**config.mk**
```make
export PLATFORM = sky130hd
export DESIGN_NAME = complex_mult_scheduler
export DESIGN_NICKNAME = d
export VERILOG_FILES = /design/src/rtl/complex_mult_scheduler.sv
export SDC_FILE = /design/constraint.sdc
export NUM_CORES = 1
export LEC_CHECK = 0
export BUFFER_PORTS_ARGS = -buffer_cell sky130_fd_sc_hd__buf_2
export CORE_UTILIZATION = 30
export DETAILED_ROUTE_END_ITERATION = 16
export HOLD_SLACK_MARGIN = 0.12
export MAX_ROUTING_LAYER = met4
export PLACE_DENSITY = 0.49
export SLEW_MARGIN = 20
export SYNTH_ARGS = -nofsm -noshare
export SYNTH_HDL_FRONTEND = slang
export SYNTH_SLANG_ARGS = --single-unit
```
**constraint.sdc**
```tcl
create_clock -name clk -period 2.9 [get_ports clk]
set_clock_uncertainty 0.2 [all_clocks]
set_input_delay 0.58 -clock clk [delete_from_list [all_inputs] [get_ports clk]]
set_output_delay 0.58 -clock clk [all_outputs]
set_load 0.005 [all_outputs]
```
**src/rtl/complex_mult_scheduler.sv**
```systemverilog
`default_nettype none
// ============================================================================
//  complex_mult_scheduler
//  Time-shares one 4x4 multiplier across the four partial products of a
//  complex multiply and accumulates res_re / res_im.
//  Revision: 1.0
// ============================================================================
module complex_mult_scheduler #(
  parameter int ACK_TIMEOUT = 15
) (
  input  logic       clk,
  input  logic       rst,
  input  logic       start,
  input  logic [3:0] ar,
  input  logic [3:0] ai,
  input  logic [3:0] br,
  input  logic [3:0] bi,
  output logic       busy,
  output logic       done,
  output logic       err,
  output logic [9:0] res_re,
  output logic [9:0] res_im,
  output logic [3:0] mul_A,
  output logic [3:0] mul_B,
  output logic       mul_start,
  input  logic [7:0] mul_res,
  input  logic       mul_ready
);

  localparam logic [2:0] S_IDLE  = 3'd0;
  localparam logic [2:0] S_ISSUE = 3'd1;
  localparam logic [2:0] S_ACK   = 3'd2;
  localparam logic [2:0] S_RUN   = 3'd3;
  localparam logic [2:0] S_DONE  = 3'd4;

  localparam int              TW       = (ACK_TIMEOUT < 2) ? 1 : $clog2(ACK_TIMEOUT);
  localparam logic [TW-1:0]   ACK_LAST = TW'(ACK_TIMEOUT - 1);

  logic [2:0]    state;
  logic [1:0]    k;
  logic [3:0]    op_ar, op_ai, op_br, op_bi;
  logic [9:0]    acc_re, acc_im;
  logic [TW-1:0] ack_cnt;
  logic [3:0]    sel_a, sel_b;
  logic [9:0]    prod10;

  assign prod10    = {2'b00, mul_res};
  assign busy      = (state != S_IDLE);
  assign done      = (state == S_DONE);
  assign mul_start = (state == S_ISSUE);

  // Operand pair for the product currently in flight; k only changes at capture.
  always_comb begin
    sel_a = op_ar;
    sel_b = op_br;
    case (k)
      2'd0: begin sel_a = op_ar; sel_b = op_br; end
      2'd1: begin sel_a = op_ai; sel_b = op_bi; end
      2'd2: begin sel_a = op_ar; sel_b = op_bi; end
      default: begin sel_a = op_ai; sel_b = op_br; end
    endcase
  end

  assign mul_A = (state == S_IDLE) ? 4'd0 : sel_a;
  assign mul_B = (state == S_IDLE) ? 4'd0 : sel_b;

  always_ff @(posedge clk or negedge rst) begin
    if (!rst) begin
      state   <= S_IDLE;
      k       <= 2'd0;
      op_ar   <= 4'd0;
      op_ai   <= 4'd0;
      op_br   <= 4'd0;
      op_bi   <= 4'd0;
      acc_re  <= 10'd0;
      acc_im  <= 10'd0;
      ack_cnt <= '0;
      err     <= 1'b0;
      res_re  <= 10'd0;
      res_im  <= 10'd0;
    end else begin
      case (state)
        S_IDLE: begin
          if (start) begin
            op_ar  <= ar;
            op_ai  <= ai;
            op_br  <= br;
            op_bi  <= bi;
            acc_re <= 10'd0;
            acc_im <= 10'd0;
            k      <= 2'd0;
            err    <= 1'b0;
            state  <= S_ISSUE;
          end
        end
        S_ISSUE: begin
          ack_cnt <= '0;
          state   <= S_ACK;
        end
        S_ACK: begin
          // A high ready here is the previous idle level, never a result.
          if (!mul_ready) begin
            state <= S_RUN;
          end else if (ack_cnt == ACK_LAST) begin
            err   <= 1'b1;
            state <= S_DONE;
          end else begin
            ack_cnt <= ack_cnt + 1'b1;
          end
        end
        S_RUN: begin
          if (mul_ready) begin
            case (k)
              2'd0:    acc_re <= acc_re + prod10;
              2'd1:    acc_re <= acc_re - prod10;
              default: acc_im <= acc_im + prod10;
            endcase
            if (k == 2'd3) begin
              state <= S_DONE;
            end else begin
              k     <= k + 2'd1;
              state <= S_ISSUE;
            end
          end
        end
        S_DONE: begin
          if (!err) begin
            res_re <= acc_re;
            res_im <= acc_im;
          end
          state <= S_IDLE;
        end
        default: state <= S_IDLE;
      endcase
    end
  end

endmodule
`default_nettype wire

```
== Yosys cells after proc, flatten, opt, wreduce, memory -nomap -nowiden ==
Index checks and enable logic that the tools add are counted.
W data, S select, Z words.

* Bits in read-only memories: 0
* Bits in registers: 66
* Logic and storage cells: 80
* Output and inout port bits: 32
* RAM bits: 0
* Memories: 0
* Input bits: 28
* Bits in latches: 0

* Shift operators: 0
* Mux-type cells: 28
* Reductions and logical operators: 17
* $mul: 0
* Equality and inequality tests: 17
* Div/mod/pow operators: 0
* Order comparisons: 0
* Add/sub/neg operators: 5
* Bitwise gates (word level): 1

{| class="wikitable"
|+ Operators by type and width
! operator !! count
|-
| $pmux W10 S2 || 3
|-
| $mux W10 || 4
|-
| $mux W4 || 6
|-
| $add A10 B8 Y10 || 2
|-
| $reduce_and A4 Y1 || 4
|-
| $mux W3 || 5
|-
| $ne A2 B2 Y1 const B || 7
|-
| $pmux W3 S4 || 1
|-
| $sub A10 B8 Y10 || 1
|-
| $pmux W4 S2 || 1
|-
| $eq A3 B2 Y1 const B || 2
|-
| $mux W2 || 3
|-
| $reduce_and A3 Y1 || 2
|-
| $reduce_bool A2 Y1 || 3
|-
| $reduce_or A2 Y1 || 3
|-
| $add A4 B1 Y4 const B || 1
|-
| $eq A2 B2 Y1 const B || 2
|-
| $eq A4 B4 Y1 const B || 1
|-
| $pmux W2 S2 || 1
|-
| $reduce_and A2 Y1 || 2
|-
| $eq A3 B1 Y1 const B || 1
|-
| $eq A3 B3 Y1 const B || 1
|-
| $logic_not A3 Y1 || 1
|-
| $mux W1 || 3
|-
| other kinds (8) || 8
|}

== Depth between registers and ports, before layout ==
Gate-level depths: netlist of the first run.

* Word-level depth: 5
* Mapped depth: 12
* Mapped depth without buffers: 12

== Least setup slack after synthesis of the first run ==
Ideal clock, no wire load.

* Path type: reg2reg
* From: register k[1]
* To: register acc_re[7]
* Path slack: -37 ps
* Cell stages (with the launch flop): 13
* Arrival time: 2615 ps
* Clock period less this slack: 2937 ps
* Buffers on the path: 1
* Cells stage by stage: dfrtp_1 -> inv_1 -> ha_1 -> clkbuf_1 -> mux2_2 -> inv_1 -> ha_1 -> nor2b_1 -> o31a_1 -> o31a_1 -> o21ai_0 -> nand2_1 -> a32o_1

* Cells in the longest elaborated chain, start to end: 4
* Elaborated cells between the ends (all ways): 7
* Those cells by class: eq/ne (2); mux (3); reduce/logical (2)

{| class="wikitable"
|+ RTL lines
! what !! line !! text
|-
| start: declaration || 40 || <nowiki>logic [1:0] k;</nowiki>
|-
| start signal: assignment || 121 || <nowiki>k <= k + 2'd1;</nowiki>
|-
| $eq A2 B1 Y1 or $logic_not A2 Y1 (tied branches) || 113 || <nowiki>case (k)</nowiki>
|-
| $pmux W10 S2 || 113 ||
|-
| $mux W10 || 112 || <nowiki>if (mul_ready) begin</nowiki>
|-
| $pmux W10 S2 || 82 || <nowiki>case (state)</nowiki>
|-
| end signal: assignment || 114 || <nowiki>2'd0: acc_re <= acc_re + prod10;</nowiki>
|-
| end signal: assignment || 115 || <nowiki>2'd1: acc_re <= acc_re - prod10;</nowiki>
|-
| end: declaration || 42 || <nowiki>logic [9:0] acc_re, acc_im;</nowiki>
|}

Several ways; a longest one is shown, not always the timed one. The select of a mux whose other input is x is not followed.
A chain may end at the register's enable or synchronous reset.

== Worst setup path after layout of the first run ==
* From: register k[0]
* To: register acc_re[7]

Same word-level chain as after synthesis.

==> results of run 1 <==
[per-layer routing]
metal  vias up  GRT usage  routed length (um)
met5         -          -                   0
met4         0     0.0474                 101
met3        10     0.0441                 327
met2        53      0.233                3970
met1      1344      0.179                3900
li1       1412          -                   -
[area by class of cell]
type	instances	area, sq um	area share
clock buffers	12	256	0.0542
clock inverters	4	97.6	0.0206
inverters	17	63.8	0.0135
multi-input cells	254	1990	0.421
flip-flops and latches	66	1650	0.349
well taps	168	210	0.0444
repair buffers	77	458	0.0968
[placed cells by master (no fill, tap or decap), types with 5 or more instances in the layout]
| cell type | count |
|---|---|
| nand2_1 | 18 |
| clkbuf_16 | 9 |
| buf_4 | 15 |
| xor2_1 | 5 |
| a22o_1 | 9 |
| nand3_1 | 10 |
| a21o_1 | 5 |
| o21ai_0 | 14 |
| mux2i_1 | 5 |
| inv_1 | 16 |
| o21a_1 | 5 |
| xnor2_1 | 13 |
| nor3_1 | 10 |
| a21oi_1 | 19 |
| ha_1 | 23 |
| dfrtp_1 | 66 |
| mux2_2 | 39 |
| buf_2 | 59 |
| nor2_1 | 29 |
[worst reg2reg max path, delay by kind of cell, from the launching register on]
kind	cells	cell delay (ns)
and+or+nand+nor	2	0.18
DFF	1	0.42
xor gates and xnor gates	1	0.15
adders and majority gates	2	0.49
AOI/OAI and AO/OA	5	1.06
buffers and inverters	1	0.16
[worst paths after layout]
| path | from | to | slack [ns] | cells after the start |
|---|---|---|---|---|
| worst min-delay path | bi[0] | op_bi[0]$_DFFE_PN0P_ | 0.28 | 2 |
| worst max-delay path | k[0]$_DFFE_PN0P_ | acc_re[7]$_DFFE_PN0P_ | 0.14 | 11 |
| max in group asynchronous | rst | ack_cnt[2]$_DFFE_PN0P_ | 1.61 | 3 |
| min in group asynchronous | rst | res_re[5]$_DFFE_PN0P_ | 0.59 | 3 |
| worst min register to register | res_im[4]$_DFFE_PN0P_ | res_im[4]$_DFFE_PN0P_ | 0.28 | 1 |
| worst max register to register | k[0]$_DFFE_PN0P_ | acc_re[7]$_DFFE_PN0P_ | 0.14 | 11 |
[registers in the layout (all words and copies together), names as in the netlist, 10 cells and up]
| signal | flops |
|---|---|
| res_re | 10 |
| acc_im | 10 |
| res_im | 10 |
| acc_re | 10 |
[cell families (layout without fill, tap and decap cells)]
group | after synthesis | in the layout
flip-flops | 66 | 66
buffers and inverters | 31 | 110
AO/OA/AOI/OAI | 77 | 77
adder cells (fa/ha/maj) | 26 | 26
AND/OR/NAND/NOR | 88 | 88
multiplexers | 45 | 45
XOR/XNOR | 18 | 18
[synthesized netlist by cell type, types with 2 or more instances]
cell	instances	share of area
o21a_1	5	0.010
and2_1	3	0.0050
clkbuf_1	6	0.0060
o31a_1	2	0.0047
nor3_1	10	0.013
nor2b_1	3	0.0050
fa_1	2	0.011
nor2_1	29	0.029
buf_2	7	0.0094
inv_1	17	0.017
ha_1	24	0.080
a211oi_1	2	0.0040
mux2_2	39	0.12
a31oi_1	2	0.0033
xor2_1	5	0.012
a21o_1	5	0.010
xnor2_1	13	0.030
o31ai_1	2	0.0040
mux2i_1	5	0.013
nand3_1	10	0.013
o21ai_0	15	0.020
o21bai_1	2	0.0040
a22o_1	9	0.021
a21oi_1	19	0.025
or2_2	2	0.0033
dfrtp_1	66	0.44
nand2b_1	3	0.0050
nand2_1	18	0.018
[stage by stage]
stage                     instance area (sq um)  std cells  TNS (ns)   util
final                                      4730        598         0  0.392
after global routing                       4730        598         0  0.392
after CTS                                  4700        598         0  0.390
after detailed placement                   4340        581    -0.362  0.360
after global placement                     4340        581    -0.226  0.360
after floorplan                            3740        351         0      -
[power groups by stage]
stage	logic [mW]	registers [mW]	clock network [mW]
floorplan	1.72	1.52	0
global placement	2.36	1.60	0
detailed placement	2.40	1.61	0
CTS	2.41	1.60	1.32
global route	2.72	1.66	1.36
finish	2.41	1.59	1.27
[timing repair]
action,4_1_cts,5_1_grt
endpoints found under the hold margin,66,0
resized for setup,0,6
hold buffers,1,0
endpoints found under the setup margin,0,3
==> summary.txt, run 1 <==
Drt
  – Wire length per cell after detailed routing: 13.9 um
  – Final routed DRC violation total: 0
  – Total number of vias: 2819
  – Antenna Nets Post-Route: 0
  – Drt total wl: just over 8 mm
  – Via-per-instance ratio: 4.71
  – Drt first-iter violations: between 70 and 80
  – Pre-Repair DR Iteration Count: 4

STA
  – Min Hold Slack: 0.276 ns
  – Count of final hold-check violations: 0
  – Final worst slack: 0.139 ns
  – Final count of negative-setup-slack endpoints: 0
  – Achievable Freq: 0.362 GHz
  – Final Critical Period: 2.76 ns
  – Worst slew slack as a fraction of its limit: 0.660
  – Worst Max-Slew Pin Slew: 0.510 ns
  – Setup repair after global routing missed its margin: false
  – Number of pins with negative max-slew slack in the final report: 0
  – Post-route fraction of the period consumed by the critical path: 0.952

Yosys
  – Number of nets in the synthesized netlist: 405
  – Compound-gate portion of the synthesized area: 0.146
  – Share of flip-flops with an asynchronous set or reset after synthesis: 1.00
  – Count of warnings emitted by yosys: 0
  – Mux share of post-synthesis cell area: 0.134
  – Post-synthesis cell count: approximately 350
  – Number of flops mapped to enable cells by yosys: 0
  – Portion of the post-synthesis area used by sequential elements: 0.442
  – Top_reg_cell synth: dfrtp_1
  – Dominant combinational cell family by area after synthesis: compound AO/OA/AOI/OAI gates
  – Area of the mapped netlist: 0.00374 sq mm
  – Cell variety after synth: 54
  – Post-synthesis share of cell area spent on and, or, nand and nor gates: 0.112
  – Xor and xnor area share after synthesis: 0.0422
  – Average footprint of a synthesized cell: approximately 11 sq um
  – #FFs+latches synth: 66
  – Post-synthesis adder-cell area fraction: 0.0910

Placed design
  – Final weighted congestion in routability-driven placement: 0.770
  – HPWL after DPL: 6.19 mm
  – Port Buf Inserts: 59
  – Post-placement worst setup slack: -0.130 ns

Floorplanning
  – Vertical die dimension: roughly 110 um
  – Number of I/O pins: 60
  – Effective utilization at floorplan: 0.310
  – Area enclosed by the die boundary: 0.0129 sq mm
  – Cell row count: 40
  – Core Footprint: about 0.012 sq mm
  – Width of the chip: approximately 110 um

Clock tree
  – Clock Root Buffer: clkbuf_16
  – Clk_lat worst skew: 0.33 ns
  – Clock tree from TritonCTS: done
  – Total number of clock tree sinks: 66
  – Number of buffers on the longest clock path: 2
  – Clock-pin transition on the worst setup and hold timing paths: ~0.050 ns
  – Setup bufs post-CTS: 0
  – Clock buffer count from CTS: 9
  – H-tree Lvls: 3

Final layout
  – Syn-to-layout area delta: 26.5%
  – Number of antenna repair diodes: 0
  – Layout cell share with drive strength beyond 1: 0.328
  – Total number of nets in the final design: 479
  – Filler Cells Inserted: 1220

Setup path
  – Series of cell instances along the critical path: ha_4 > buf_4 > nor2_1 > xnor2_1 > ha_1 > o21a_1 > o31a_1 > o31a_1 > o21ai_1 > nand2_1 > a32o_1
  – Critical path buffer and inverter count: 1
  – Class of the most critical setup path: reg -> reg
  – Highest fanout seen on the critical path: 10
  – Delay-heaviest family, CP: compound AO/OA/AOI/OAI gates
  – Data required time of the worst path: between 2 and 3 ns
  – Startpoint types: flip-flop
  – Type of destination of the critical path: flip-flop
  – CP Data Arrival Time: 2.78 ns
  – Cell with the most instances on the worst path: o31a_1
  – Largest incremental delay on the critical path: ~0.42 ns
  – Cell with the largest stage delay on the worst path: dfrtp_1

Pwr
  – Power consumption: roughly 5.3 mW
  – IR Drop Worst-Case VDD: 0.417 mV
  – Design internal power: 3.43 mW
  – Sequential share of power: 0.302
  – Part of the total power dissipated in combinational logic: 0.457
  – Part of the power in the clock network: 0.241
  – Switching fraction of total power: 0.349
  – Leakage power: 2.33 nW
  – Pwr/cell area: 1120 mW/mm^2
  – Sw Pwr: 1.84 mW

Flow run
  – Maximum capacitance violations: 0

Global routing
  – First-pass GRT wire length: around 14 mm
  – Maximum number of pins on one net before global-route repair: 67
  – GRT Total Usage: 0.147
  – Global route overflow: 0
  – Initial antenna violation count: 0
  – Number of global-route vias before repair: approximately 2900

Min path
  – Worst hold-check path type: in -> reg

Status
  – Status: finished clean
No activity file was read; power rests on OpenSTA's default activity.
==> run 2, diff against run 1 <==
--- a/config.mk
+++ b/config.mk
@@ -11,3 +11,2 @@
 export HOLD_SLACK_MARGIN = 0.12
-export MAX_ROUTING_LAYER = met4
 export PLACE_DENSITY = 0.49
==> constraint.sdc (replaced) <==
create_clock -name clk -period 2.23 [get_ports clk]
set_clock_uncertainty 0.2 [all_clocks]
set_input_delay 0.446 -clock clk [delete_from_list [all_inputs] [get_ports clk]]
set_output_delay 0.446 -clock clk [all_outputs]
set_load 0.02 [all_outputs]
==> run 2 against run 1 <==
The flow now finishes with violations (setup timing). Core utilization up 4.5 points. Cell count up 8.0%. Die area stayed put. Non-clock buffer count up 48. Worst hold slack worse by 0.13 ns. Maximum frequency rose by 4.3%. Global-route usage shrank 0.39 points. Sequential share of layout area decreased by 3.5 points. Via count grew 5.4%.
==> summary.txt, run 2 (same netlist as run 1, synthesis figures left out) <==
Final layout
  – Cell area after layout: 0.00527 sq mm
  – Layout cell share with drive strength beyond 1: 0.464
  – Total number of nets in the final design: 527
  – Filler Cells Inserted: about 1200
  – Non-filler instance count after layout: 646
  – Number of antenna repair diodes: 0
  – Highest-count cells in the layout ignoring fill and taps: 63 x dfrtp_1, 63 x buf_4, 55 x buf_2
  – Footprint of the multi-input gates: 0.00217 sq mm
  – FF/Latch Area: 0.00166 sq mm
  – Utilization after layout: 0.437
  – Syn-to-layout area delta: 41.0%

Drt
  – Pre-Repair DR Iteration Count: 4
  – Amount of wire on met2 after detailed routing: 4.18 mm
  – Wire length on met3: 511 um
  – Drt first-iter violations: 94
  – Via-per-instance ratio: 4.60
  – Highest metal layer with signal wires: met4
  – Total number of vias: 2972
  – Met1 wire length: 3.96 mm
  – Final routed DRC violation total: 0
  – Wire length per cell after detailed routing: 13.6 um
  – Antenna Nets Post-Route: 0
  – Drt total wl: 8.76 mm

STA
  – Achievable Freq: 0.378 GHz
  – Count of final hold-check violations: 0
  – Worst slew slack as a fraction of its limit: 0.586
  – Final worst slack: -0.419 ns
  – Post-route fraction of the period consumed by the critical path: 1.19
  – Worst Max-Slew Pin Slew: between 0.6 and 0.7 ns
  – Number of pins with negative max-slew slack in the final report: 0
  – Setup repair after global routing missed its margin: true
  – Final Critical Period: 2.65 ns
  – Min Hold Slack: 0.145 ns
  – Final count of negative-setup-slack endpoints: 15
  – Summed negative setup slack over all endpoints: -3.54 ns

Setup path
  – R2R setup slack: -0.42 ns
  – CP Data Arrival Time: 2.70 ns
  – Data required time of the worst path: between 2 and 2.5 ns
  – Terminus of the critical flop-to-flop path: acc_re[9]$_DFFE_PN0P_
  – Reg-to-reg critical path startpoint: k[1]$_DFFE_PN0P_
  – Cell with the largest stage delay on the worst path: dfrtp_1
  – Cells on worst reg2reg path: 11
  – Highest fanout seen on the critical path: 3
  – Largest incremental delay on the critical path: 0.39 ns
  – Class of the most critical setup path: reg -> reg
  – Series of cell instances along the critical path: inv_2 > ha_4 > mux2_4 > inv_2 > ha_4 > nor2b_4 > o31a_1 > o31a_1 > o311ai_4 > nand2_1 > o211ai_1
  – Startpoint types: flip-flop
  – Type of destination of the critical path: flip-flop

Pwr
  – Power consumption: ~7.9 mW
  – Pwr/cell area: 1500 mW/mm^2
  – IR Drop Worst-Case VDD: 0.742 mV
  – Leakage power: about 2.6 nW

Floorplanning
  – Effective utilization at floorplan: 0.310
  – Vertical die dimension: 114 um
  – Cell row count: 40
  – Width of the chip: 114 um
  – Core Footprint: roughly 0.012 sq mm
  – Area enclosed by the die boundary: 0.0129 sq mm
  – Number of I/O pins: 60

Global routing
  – Number of global-route vias before repair: between 3000 and 4000
  – Maximum number of pins on one net before global-route repair: 67
  – Initial antenna violation count: 0
  – Global route overflow: 0
  – GRT Total Usage: 0.143
  – First-pass GRT wire length: 14.4 mm

Min path
  – Worst hold-check path type: in -> reg
  – Cell depth of the worst min-delay path: 2
  – Hold Crit Endpoint: op_ar[3]$_DFFE_PN0P_
  – Min-Delay Startpoint: ar[3]

Status
  – Status: complete, but fails checks
  – Violated checks: setup timing

Clock tree
  – Clock tree from TritonCTS: done
  – Clk_lat worst skew: 0.33 ns
  – Total number of clock tree sinks: 66
  – Clock buffer count from CTS: 9
  – Number of buffers on the longest clock path: 2
  – Clock-pin transition on the worst setup and hold timing paths: 0.06 ns
  – Clock Root Buffer: clkbuf_16
  – H-tree Lvls: 3

Placed design
  – Final weighted congestion in routability-driven placement: slightly above 0.8
  – Placed instance area: 0.00465 sq mm
  – Post-placement worst setup slack: -0.590 ns
  – HPWL after DPL: 6.34 mm
  – Port Buf Inserts: 59
  – Count of placed standard cells including taps: 617

Flow run
  – Maximum capacitance violations: 0
-- run 2: cell type report --
cell class,instances,area share
Clock buffer,11,0.0460
Clock inverter,5,0.0147
Inverter,17,0.0128
Multi-Input combinational cell,254,0.413
Sequential cell,66,0.314
Tap cell,168,0.0399
Timing Repair Buffer,125,0.160
-- run 2: worst max-delay path by stage --
| stage | slack (ns) | endpoint | startpoint |
|---|---|---|---|
| floorplan | -0.47 | acc_re[7]$_DFFE_PN0P_ | k[1]$_DFFE_PN0P_ |
| global placement | -0.57 | acc_re[7]$_DFFE_PN0P_ | mul_res[0] |
| detailed placement | -0.59 | acc_re[7]$_DFFE_PN0P_ | mul_res[0] |
| CTS | -0.42 | acc_re[9]$_DFFE_PN0P_ | k[1]$_DFFE_PN0P_ |
| global route | -0.58 | acc_re[9]$_DFFE_PN0P_ | k[1]$_DFFE_PN0P_ |
| finish | -0.42 | acc_re[9]$_DFFE_PN0P_ | k[1]$_DFFE_PN0P_ |
-- run 2: metal layers --
metal | vias up | global-route usage
li1 | 1500 | -
met1 | 1403 | 0.170
met2 | 58 | 0.240
met3 | 11 | 0.0521
met4 | 0 | 0.0474
met5 | - | 0
-- run 2: critical path: cells and delay by family, from the launching register on --
kind	cells	cell delay [ns]
AO/OA/AOI/OAI	4	0.97
flip-flops	1	0.39
adder cells (fa/ha/maj)	2	0.35
multiplexers	1	0.31
AND/OR/NAND/NOR	2	0.21
buffers and inverters	2	0.14
-- run 2: power by group --
part           internal [mW]  switching, mW
registers               1.71          0.377
clock network           1.00          0.514
logic                   2.18           2.14
-- run 2: repair_timing --
item                                   CTS  global route
endpoints found under the hold margin   66             0
pin swaps                               19            19
setup endpoints to repair               20            28
hold buffers                             1             0
resized for setup                       33            18
buffers inserted                         5             8
